File: src/rtl/hatch_fetch_queue.sv
// Sequential instruction prefetcher: one outstanding fetch on the hatch port, DEPTH-entry queue to decode.
// Optional HATCH_FETCH_STATS_EN adds free-running fetch and flush counters.
module hatch_fetch_queue #(
   parameter int                INSN_W     = 48,
   parameter int                ADDR_W     = 32,
   parameter int                INSN_BYTES = 6,
   parameter int                DEPTH      = 4,
   parameter logic [ADDR_W-1:0] RESET_PC   = '0
) (
   input  logic                       clk,
   input  logic                       rst,
   output logic [ADDR_W-1:0]          hatch_address,
   output logic                       hatch_req,
   input  logic [INSN_W-1:0]          hatch_instruction,
   output logic                       insn_valid,
   input  logic                       insn_ready,
   output logic [INSN_W-1:0]          insn_data,
   output logic [ADDR_W-1:0]          insn_pc,
   input  logic                       redirect_valid,
   input  logic [ADDR_W-1:0]          redirect_pc,
   output logic [$clog2(DEPTH):0]     queue_count
`ifdef HATCH_FETCH_STATS_EN
   ,
   output logic [31:0]                stats_fetches,
   output logic [31:0]                stats_flushes
`endif
);

   localparam int PTR_W = $clog2(DEPTH);
   localparam int CNT_W = PTR_W + 1;

   logic [ADDR_W-1:0] r_fetch_pc;
   logic              r_inflight;
   logic [ADDR_W-1:0] r_inflight_pc;
   logic [CNT_W-1:0]  r_count;
   logic [PTR_W-1:0]  r_head;
   logic [PTR_W-1:0]  r_tail;
   logic [INSN_W-1:0] r_mem_insn [DEPTH];
   logic [ADDR_W-1:0] r_mem_pc   [DEPTH];

   logic              w_req;
   logic              w_push;
   logic              w_pop;
   logic              w_valid;
   logic [CNT_W:0]    w_occ;

   // Credit counts the outstanding fetch; a same-cycle pop is deliberately not credited.
   assign w_occ   = {1'b0, r_count} + (CNT_W+1)'(r_inflight);
   assign w_req   = !rst && !redirect_valid && (w_occ < (CNT_W+1)'(DEPTH));
   assign w_valid = (r_count != '0);
   assign w_push  = r_inflight && !redirect_valid;
   assign w_pop   = w_valid && insn_ready && !redirect_valid;

   always_ff @(posedge clk or posedge rst) begin
      if (rst) begin
         r_fetch_pc    <= RESET_PC;
         r_inflight    <= 1'b0;
         r_inflight_pc <= '0;
         r_count       <= '0;
         r_head        <= '0;
         r_tail        <= '0;
      end else if (redirect_valid) begin
         r_fetch_pc <= redirect_pc;
         r_inflight <= 1'b0;
         r_count    <= '0;
         r_head     <= '0;
         r_tail     <= '0;
      end else begin
         r_inflight <= w_req;
         if (w_req) begin
            r_inflight_pc <= r_fetch_pc;
            r_fetch_pc    <= r_fetch_pc + ADDR_W'(INSN_BYTES);
         end
         if (w_push) r_tail <= r_tail + 1'b1;
         if (w_pop)  r_head <= r_head + 1'b1;
         r_count <= r_count + CNT_W'(w_push) - CNT_W'(w_pop);
      end
   end

   always_ff @(posedge clk) begin
      if (w_push) begin
         r_mem_insn[r_tail] <= hatch_instruction;
         r_mem_pc[r_tail]   <= r_inflight_pc;
      end
   end

   // Head fields are forced to zero when empty so reset and flush present clean outputs.
   assign hatch_address = r_fetch_pc;
   assign hatch_req     = w_req;
   assign insn_valid    = w_valid;
   assign insn_data     = w_valid ? r_mem_insn[r_head] : '0;
   assign insn_pc       = w_valid ? r_mem_pc[r_head]   : '0;
   assign queue_count   = r_count;

`ifdef HATCH_FETCH_STATS_EN
   logic [31:0] r_stats_fetches;
   logic [31:0] r_stats_flushes;

   always_ff @(posedge clk or posedge rst) begin
      if (rst) begin
         r_stats_fetches <= '0;
         r_stats_flushes <= '0;
      end else begin
         if (w_req)          r_stats_fetches <= r_stats_fetches + 32'd1;
         if (redirect_valid) r_stats_flushes <= r_stats_flushes + 32'd1;
      end
   end

   assign stats_fetches = r_stats_fetches;
   assign stats_flushes = r_stats_flushes;
`endif

   a_no_push_when_full: assert property (@(posedge clk) disable iff (rst)
      !(w_push && r_count == CNT_W'(DEPTH)));

endmodule

File: config.mk
export PLATFORM = sky130hd
export DESIGN_NAME = hatch_fetch_queue
export DESIGN_NICKNAME = d
export VERILOG_FILES = /design/src/rtl/hatch_fetch_queue.sv
export SDC_FILE = /design/constraint.sdc
export NUM_CORES = 1
export LEC_CHECK = 0
export CAP_MARGIN = 5
export CORE_ASPECT_RATIO = 1.5
export CORE_UTILIZATION = 57
export DETAILED_ROUTE_END_ITERATION = 10
export DONT_BUFFER_PORTS = 1
export HOLD_SLACK_MARGIN = 0.08
export PLACE_DENSITY = 0.79
export SLEW_MARGIN = 20
export SYNTH_ARGS = -nofsm -noshare
export SYNTH_HDL_FRONTEND = slang
export SYNTH_SLANG_ARGS = --single-unit
File: constraint.sdc
create_clock -name clk -period 3.2 [get_ports clk]
set_input_delay 0.64 -clock clk [delete_from_list [all_inputs] [get_ports clk]]
set_output_delay 0.64 -clock clk [all_outputs]
set_load 0.03 [all_outputs]
Yosys cells after proc, flatten, opt, wreduce, memory -nomap -nowiden
Memory sizes are Yosys's and may differ from the RTL's.
Cells that the tools add are included.
{ "word_totals": {"register_bits": 72, "ram_bits": 320, "inputBits": 84, "out_inout_bits": 117, "elab_cells": 40, "n_memories": 2} }
{ "classes": {"add_sub_neg": 6, "magnitude_cmp": 1, "muxes": 12, "bitwise_logic": 1, "n_reduce_logical": 12} }
{ "mem_list": {"columns": ["memory", "words", "width", "read_ports", "rd_clocked_by_memory_dff", "write_ports", "line_no", "text"], "rows": [
  ["r_mem_insn", 4, 48, 1, 0, 1, "38", "logic [INSN_W-1:0] r_mem_insn [DEPTH];"],
  ["r_mem_pc", 4, 32, 1, 0, 1, "39", "logic [ADDR_W-1:0] r_mem_pc [DEPTH];"]
]} }
{ "ops": {"columns": ["op", "count"], "rows": [
  ["$mux 32", 3],
  ["$mux 48", 1],
  ["$add 32x3->32 const B", 1],
  ["$mux 2", 4],
  ["$reduce_bool 2->1", 3],
  ["$logic_and 1x1->1", 5],
  ["$add 2x1->2 const B", 2],
  ["$add 3x1->4", 1],
  ["$lt 4x3->1 const B", 1],
  ["$add 3x1->3", 1],
  ["$mux 1", 3],
  ["$mux 3", 1],
  ["$reduce_bool 3->1", 1],
  ["$sub 3x1->3", 1],
  ["$logic_not 1->1", 2],
  ["$reduce_and 2->1", 1],
  ["$not 1->1", 1]
]} }

Logic depth before layout (Yosys ltp)
Gate-level depths: netlist of the first run.
{ "depth": {"depth_word": 5, "ltp_mapped": 11, "depth_no_buf": 10} }

Least setup slack after synthesis of the first run
Ideal clock, no wire load.
{ "synth_timing": {"kind": "in2reg", "from": "input port rst", "to": "register r_fetch_pc[17] (netlist: hatch_address[17])", "arrival_time_ns": 3.427, "t_required_ns": 3.076, "setup_slack_ns": -0.351, "path_stages": 4, "path_buffers": 0, "cell_sequence": "inv_1 > nand4_1 > o211a_1 > a211o_1"} }
{ "synth_between": {"elab_chain_len": 4} }
{ "synth_rtl": {"columns": ["element", "line_no", "text"], "rows": [
  ["start: declaration", "11", "input logic rst,"],
  ["$logic_not 1->1 (no line)", null, null],
  ["$logic_and 1x1->1 (2 in series)", "49", "assign w_req = !rst && !redirect_valid && (w_occ < (CNT_W+1)'(DEPTH));"],
  ["$reduce_bool 2->1 (no line)", null, null],
  ["end signal: assignment", "63", "r_fetch_pc <= redirect_pc;"],
  ["end signal: assignment", "72", "r_fetch_pc <= r_fetch_pc + ADDR_W'(INSN_BYTES);"],
  ["end: declaration", "32", "logic [ADDR_W-1:0] r_fetch_pc;"]
]} }
Every way passes these cells.
A chain may end at the register's enable or synchronous reset.

Worst setup path after layout of the first run
{ "layout_timing": {"from": "register r_count[2] (netlist: queue_count[2])", "to": "output port insn_pc[13]"} }
{ "layout_between": {"elab_chain_len": 2} }
{ "layout_rtl": {"columns": ["element", "line_no", "text"], "rows": [
  ["start: declaration", "35", "logic [CNT_W-1:0] r_count;"],
  ["start signal: assignment", "76", "r_count <= r_count + CNT_W'(w_push) - CNT_W'(w_pop);"],
  ["$reduce_bool 3->1", "50", "assign w_valid = (r_count != '0);"],
  ["$mux 32", "92", "assign insn_pc = w_valid ? r_mem_pc[r_head] : '0;"],
  ["end: declaration", "18", "output logic [ADDR_W-1:0] insn_pc,"]
]} }
Every way passes these cells.

==> results of run 1 <==
## cell usage in the layout, fill, tap and decap left out, drive strengths merged, types with 6 or more instances in the layout
cell type	instances
xnor2	10
nand4	19
xor2	14
buf	23
and2	87
ha	8
nand2	38
clkbuf	42
nand3	12
edfxtp	320
nor2	17
mux2	31
clkinv	10
o21ai	23
mux4	80
o211ai	6
dfrtp	72
inv	19
and3	6
## worst max path at each step
| stage | startpoint | endpoint | slack (ns) | depth (start not counted) |
|---|---|---|---|---|
| 4_1_cts | queue_count[2] | insn_pc[19] | 0.11 | 3 |
| 3_3_place_gp | queue_count[1] | hatch_req | 0.73 | 6 |
| 6_report | queue_count[2] | insn_pc[13] | 0.16 | 3 |
| 2_1_floorplan | redirect_valid | queue_count[2] | 0.52 | 11 |
| 5_1_grt | queue_count[2] | insn_data[8] | 0.009 | 3 |
| 3_5_place_dp | queue_count[2] | insn_data[39] | 0.68 | 3 |
## worst register-to-register path: cells and delay by family, from the launching register on
kind	cells	cell delay, ns
AO/OA/AOI/OAI	2	0.57
buffers and inverters	1	0.24
flip-flops	1	0.64
AND/OR/NAND/NOR	3	0.91
## kinds of logic (layout without fill, tap and decap cells)
kind of cell	count (synthesis)	count (layout)	share of synthesized area
adder cells (fa/ha/maj)	9	9	0.007702
multiplexers	112	112	0.1385
AO/OA/AOI/OAI	47	47	0.02062
buffers and inverters	57	102	0.01548
XOR/XNOR	24	24	0.01348
AND/OR/NAND/NOR	196	196	0.07252
flip-flops	392	392	0.7316
## metal layers
metal  global-route usage  part of all wire  vias to the layer above
li1                     -                 -                     3295
met1               0.2611              0.38                     3783
met2               0.3591              0.52                      241
met3              0.04875             0.067                       50
met4              0.08006             0.030                        0
met5                    0                 0                        -
## through the flow
step | util | hold WS [ns]
2_1_floorplan | - | 0.4709
3_3_place_gp | 0.6058 | 0.4839
3_5_place_dp | 0.6058 | 0.4989
4_1_cts | 0.6489 | 0.1234
5_1_grt | 0.6489 | 0.1461
6_report | 0.6489 | 0.1280
## power by group
part           internal, mW  switching [mW]  leakage, nW
clock                  2.44            1.76        0.556
combinational          1.15            1.99         1.45
sequential             6.08           0.532         3.77
total                  9.67            4.28         5.77
## cell type report
type / instances / area, sq um / area share
Inverter: 16 / 63.81 / 0.003687
Clock inverter: 21 / 247.7 / 0.01431
Clock buffer: 42 / 902.1 / 0.05213
Tap cell: 337 / 421.7 / 0.02436
Multi-Input combinational cell: 388 / 3955 / 0.2285
Sequential cell: 392 / 11420 / 0.6598
Timing Repair Buffer: 23 / 297.8 / 0.01721
## state kept, by name, indices dropped and copies added, names as in the netlist
register       cells
hatch_address     32
queue_count        3
r_head             2
r_inflight         1
r_inflight_pc     32
r_mem_insn       192
r_mem_pc         128
r_tail             2
==> flow_summary.toml, run 1 <==
[finish]
area_growth_pct = 10.97
fin_area_sq_um = 17310
final_cells = 1219
drive_gt1_frac = 0.2290
num_antenna_cells = 0
fillCellCount = 1832
num-nets-final = 949

[clock_network]
clock_latency_ns = 0.52
root_buffer = "clkbuf_16"
hold_buffers = 0
clkSinkCount = 392
clk_path_buf_depth = 3
cts_buffers = 35
cts.clk_slew.worst_paths_ns = 0.06
htree_levels = 2
cts_tree = "built"
cts_resized = 0
cts_setup_buffers = 0

[floorplan]
start_util = 0.5848
io_pins = 201
dieWidth_um = 137.1
die_h_um = 204.6
die_area_sq_um = 28040
num_rows = 73
core_sq_um = 26670

[sta]
rsz0062_at_grt = "no"
finalSetupViolCount = 0
worst_pin_slew_ns = 0.7075
hold_viol_final = 0
fin_crit_sh = 0.9506
drv_slew = 0
setup_tns_ns = 0
period_minus_slack_ns = 3.042
slew_headroom = 0.5283
fmax_mhz = 328.8
post-route-worst-setup-slack_ns = 0.1582
finClkSkew_ns = 0.01303

[power]
irDropWorstVdd_v = 0.0006443
cellLeakagePower_nw = 5.774
p_per_area_nw_per_um2 = 805.9
design_power_total_mw = 13.95

[setup_path]
critical_path.max_fanout = 82
cp-start-kind = "register"
cpMaxStageDelayCell = "dfrtp_1"
path_delay_family = "simple AND/OR/NAND/NOR gates"
rr_worst_depth = 6
arrival_ns = 2.40
critPathBufInv = 1
r2r_start = "hatch_address[10]"
reg2reg_to = "hatch_address[31]"
reg2reg_slack_ns = 0.71
end_kind = "output port"
path_cells = "or3_2 > buf_4 > and2_1"
crit_type = "register to output port"
worstPathRequired_ns = 2.56
critPathMaxStageDelay_ns = 0.62

[synth]
ys_top_cells_by_count = "320 x edfxtp_1, 87 x and2_1, 80 x mux4_2, 72 x dfrtp_1, 37 x nand2_1"
post-synth-top-area-cell = "edfxtp_1"
synth_edf_count = 320
syn_inst = 837
netlist.area_leader.share = 0.6161
synth_warnings = 0
synth_seq_cells = 392
syn-num-nets = 930
ys_types = 51
synth_area_sq_um = 15600
ys_seq_area_frac = 0.7316
async_flop_share = 0.1837
synth_top_flop_cell = "edfxtp_1"
synth_most_common_cell = "edfxtp_1"
avgSynthCellArea_sq_um = 18.63
ys_top_cells_by_area = "edfxtp_1 62%, dfrtp_1 12%, mux4_2 12%, and2_1 3.5%, mux2_2 2.2%"

[route]
drt_iter0_drc = 434
via_per_inst = 6.045
drc = 0
wl_um = 28670
first_pass_iters = 4
antenna_left = 0
vias = 7369
wire_per_inst_um = 23.52

[placed_design]
placed_cells = 1156
io_buffers = 0
pre_cts_slack_ns = 0.6819
place_congestion = 0.8365
dpl_cell_area_sq_um = 16160
hpwl_um = 17860

[global_routing]
grt_pass1_wl_um = 43440
antenna_found_initial = 0
grt_pass1_vias = 7598
track_usage = 0.2110
grt_max_degree = 83
overflow = 0

[run_status]
outcome = "finished, final reports clean"

[worst_hold_path]
hold_path_class = "primary input to asynchronous set/reset pin"

[job]
maxCapViolCount = 0
Power figures use the tool's default switching activity.
==> run 2, diff against run 1 <==
Settings changed: ABC_AREA set to 1, CTS_CLUSTER_SIZE set to 8, TNS_END_PERCENT set to 10.
==> run 2 against run 1 <==
Compared with the run above:
- sequential share of layout area down 4.2 points
- design area increased by 6.9%
- synthesized area increased by 5.2%
- die area rose by 5.1%
- fmax fell by 2.7%
- final cell count increased by 58%
- critical path type unchanged
- critical endpoint is now insn_data[3]
==> flow_summary.toml, run 2 <==
[setup_path]
critPathBufInv = 1
arrival_ns = 2.49
critPathMaxStageDelay_ns = 0.65
end_kind = "output port"
cp-start-kind = "register"
critical_path.max_fanout = 80
worstPathRequired_ns = 2.56
path_delay_family = "compound AO/OA/AOI/OAI gates"
cp_common_cell = "nor2_1"
cpMaxStageDelayCell = "a21oi_1"
path_cells = "buf_6 > nor2_1 > nor2_1 > o21ai_0 > a21oi_1"
crit_type = "register to output port"

[synth]
synth_edf_count = 320
ys_types = 27
ys_seq_area_frac = 0.6958
netlist.area_leader.share = 0.5859
syn-num-nets = 1622
synth_top_flop_cell = "edfxtp_1"
ys_top_cells_by_count = "368 x nor2_1, 320 x edfxtp_1, 235 x nand2_1, 172 x o21ai_0, 84 x a21oi_1"
synth_warnings = 0
synth_seq_cells = 392
synth_most_common_cell = "nor2_1"
synth_area_sq_um = 16400
async_flop_share = 0.1837
syn_inst = 1529
avgSynthCellArea_sq_um = 10.73
ys_top_cells_by_area = "edfxtp_1 59%, dfrtp_1 11%, nor2_1 8.4%, nand2_1 5.4%, o21ai_0 5.2%"
post-synth-top-area-cell = "edfxtp_1"

[route]
drt_iter0_drc = 606
drc = 0
antenna_left = 0
first_pass_iters = 7
vias = 11010
wl_um = 36630
via_per_inst = 5.733
wire_per_inst_um = 19.07

[placed_design]
io_buffers = 0
placed_cells = 1846
place_congestion = 0.9611
dpl_cell_area_sq_um = 16980
hpwl_um = 21760
pre_cts_slack_ns = 0.4313

[sta]
worst_pin_slew_ns = 0.7618
fmax_mhz = 319.9
timing.hold.ws_ns = 0.09463
period_minus_slack_ns = 3.126
setup_tns_ns = 0
fin_crit_sh = 0.9770
slew_headroom = 0.4937
drv_slew = 0
hold_viol_final = 0
finClkSkew_ns = 0.01646
rsz0062_at_grt = "no"
finalSetupViolCount = 0
post-route-worst-setup-slack_ns = 0.07361

[clock_network]
cts.clk_slew.worst_paths_ns = 0.05
clkSinkCount = 392
htree_levels = 2
clock_latency_ns = 0.56
hold_buffers = 0
clk_path_buf_depth = 3
cts_setup_buffers = 0
cts_tree = "built"
cts_buffers = 54
root_buffer = "clkbuf_16"

[worst_hold_path]
hold_path_class = "primary input to asynchronous set/reset pin"

[global_routing]
met1_usage = 0.2861
grt_use_met2 = 0.4383
antenna_found_initial = 0
track_usage = 0.2490
grt_pass1_vias = 11010
overflow = 0
grt_pass1_wl_um = 56250
grt_max_degree = 82
grt_busiest_layer = "met2"
use_met3 = 0.05065

[floorplan]
start_util = 0.5825
core_sq_um = 28150
io_pins = 201
die_h_um = 209.7
die_area_sq_um = 29470
dieWidth_um = 140.5
num_rows = 75

[run_status]
outcome = "finished, final reports clean"

[power]
irDropWorstVdd_v = 0.0006576
cellLeakagePower_nw = 6.934
p_per_area_nw_per_um2 = 837.1

[finish]
fin_area_sq_um = 18490
final_common_cell = "nor2_1"
final_cell_mix = "364 x nor2_1, 320 x edfxtp_1, 235 x nand2_1"
largest_reg_flops = 192
top_regs = "r_mem_insn x192, r_mem_pc x128"
final_cells = 1921
top_register = "r_mem_insn"
drive_gt1_frac = 0.09079
num-nets-final = 1649
num_antenna_cells = 0
area_growth_pct = 12.76

[job]
maxCapViolCount = 0
==> run 2: cell count changes in the layout (fill, tap and decap cells not counted), sizes merged, moves of 80 or more <==
cell / previous run / this run
a21oi: 2 / 84
and2: 87 / 1
mux4: 80 / 0
nand2: 38 / 238
nor2: 17 / 376
o21ai: 23 / 204
==> run 2: cell type report <==
type / count / area, sq um
clock buffers: 74 / 1448
clock inverters: 1 / 8.758
fillers: 2032 / 9659
inverters: 77 / 290.3
multi-input cells: 982 / 4397
flip-flops and latches: 392 / 11420
well taps: 346 / 432.9
repair buffers: 49 / 500.5
==> run 2: final timing paths <==
path / startpoint / end / slack, ns / depth (start not counted)
hold reg to reg: r_inflight_pc[15] / r_mem_pc[0][15] / 0.51 / 0
setup reg to reg: queue_count[1] / hatch_address[1] / 0.80 / 9
max in group asynchronous: rst / r_head[0] / 2.43 / 2
hold / removal: rst / queue_count[2] / 0.09 / 1
min in group clk: redirect_valid / queue_count[0] / 0.14 / 1
setup / recovery: r_head[0] / insn_data[3] / 0.07 / 5
==> run 2: power breakdown <==
part,total [mW],switching (mW),internal [mW]
registers,6.71,0.618,6.09
logic,3.83,2.88,0.946
clock network,4.94,1.88,3.07
total,15.5,5.38,10.1
==> run 2: metrics by stage <==
stage | util | total power, mW
finish | 0.6569 | 15.48
global route | 0.6569 | 16.12
CTS | 0.6556 | 15.53
detailed placement | 0.6030 | 10.55
global placement | 0.6030 | 10.44
floorplan | - | 9.453
==> run 2: cells by family after synthesis <==
family / count (synthesis) / share of synthesized area
compound gates: 293 / 0.09018
buf+inv: 155 / 0.04112
flops: 392 / 0.6958
xor+xnor: 3 / 0.001602
simple gates: 677 / 0.1640
fa+ha+maj: 9 / 0.007325
==> run 2: layer usage <==
| layer | wire, um | vias to the layer above | share of wire |
|---|---|---|---|
| li1 | - | 5225 | - |
| met1 | 13870 | 5282 | 0.38 |
| met2 | 18910 | 419 | 0.52 |
| met3 | 2413 | 88 | 0.066 |
| met4 | 1432 | 0 | 0.039 |
| met5 | 0 | - | 0 |
==> run 2: timing repair <==
action,in CTS,in global routing
endpoints found under the setup margin,30,32
gates resized for setup,6,10
gates cloned,0,0
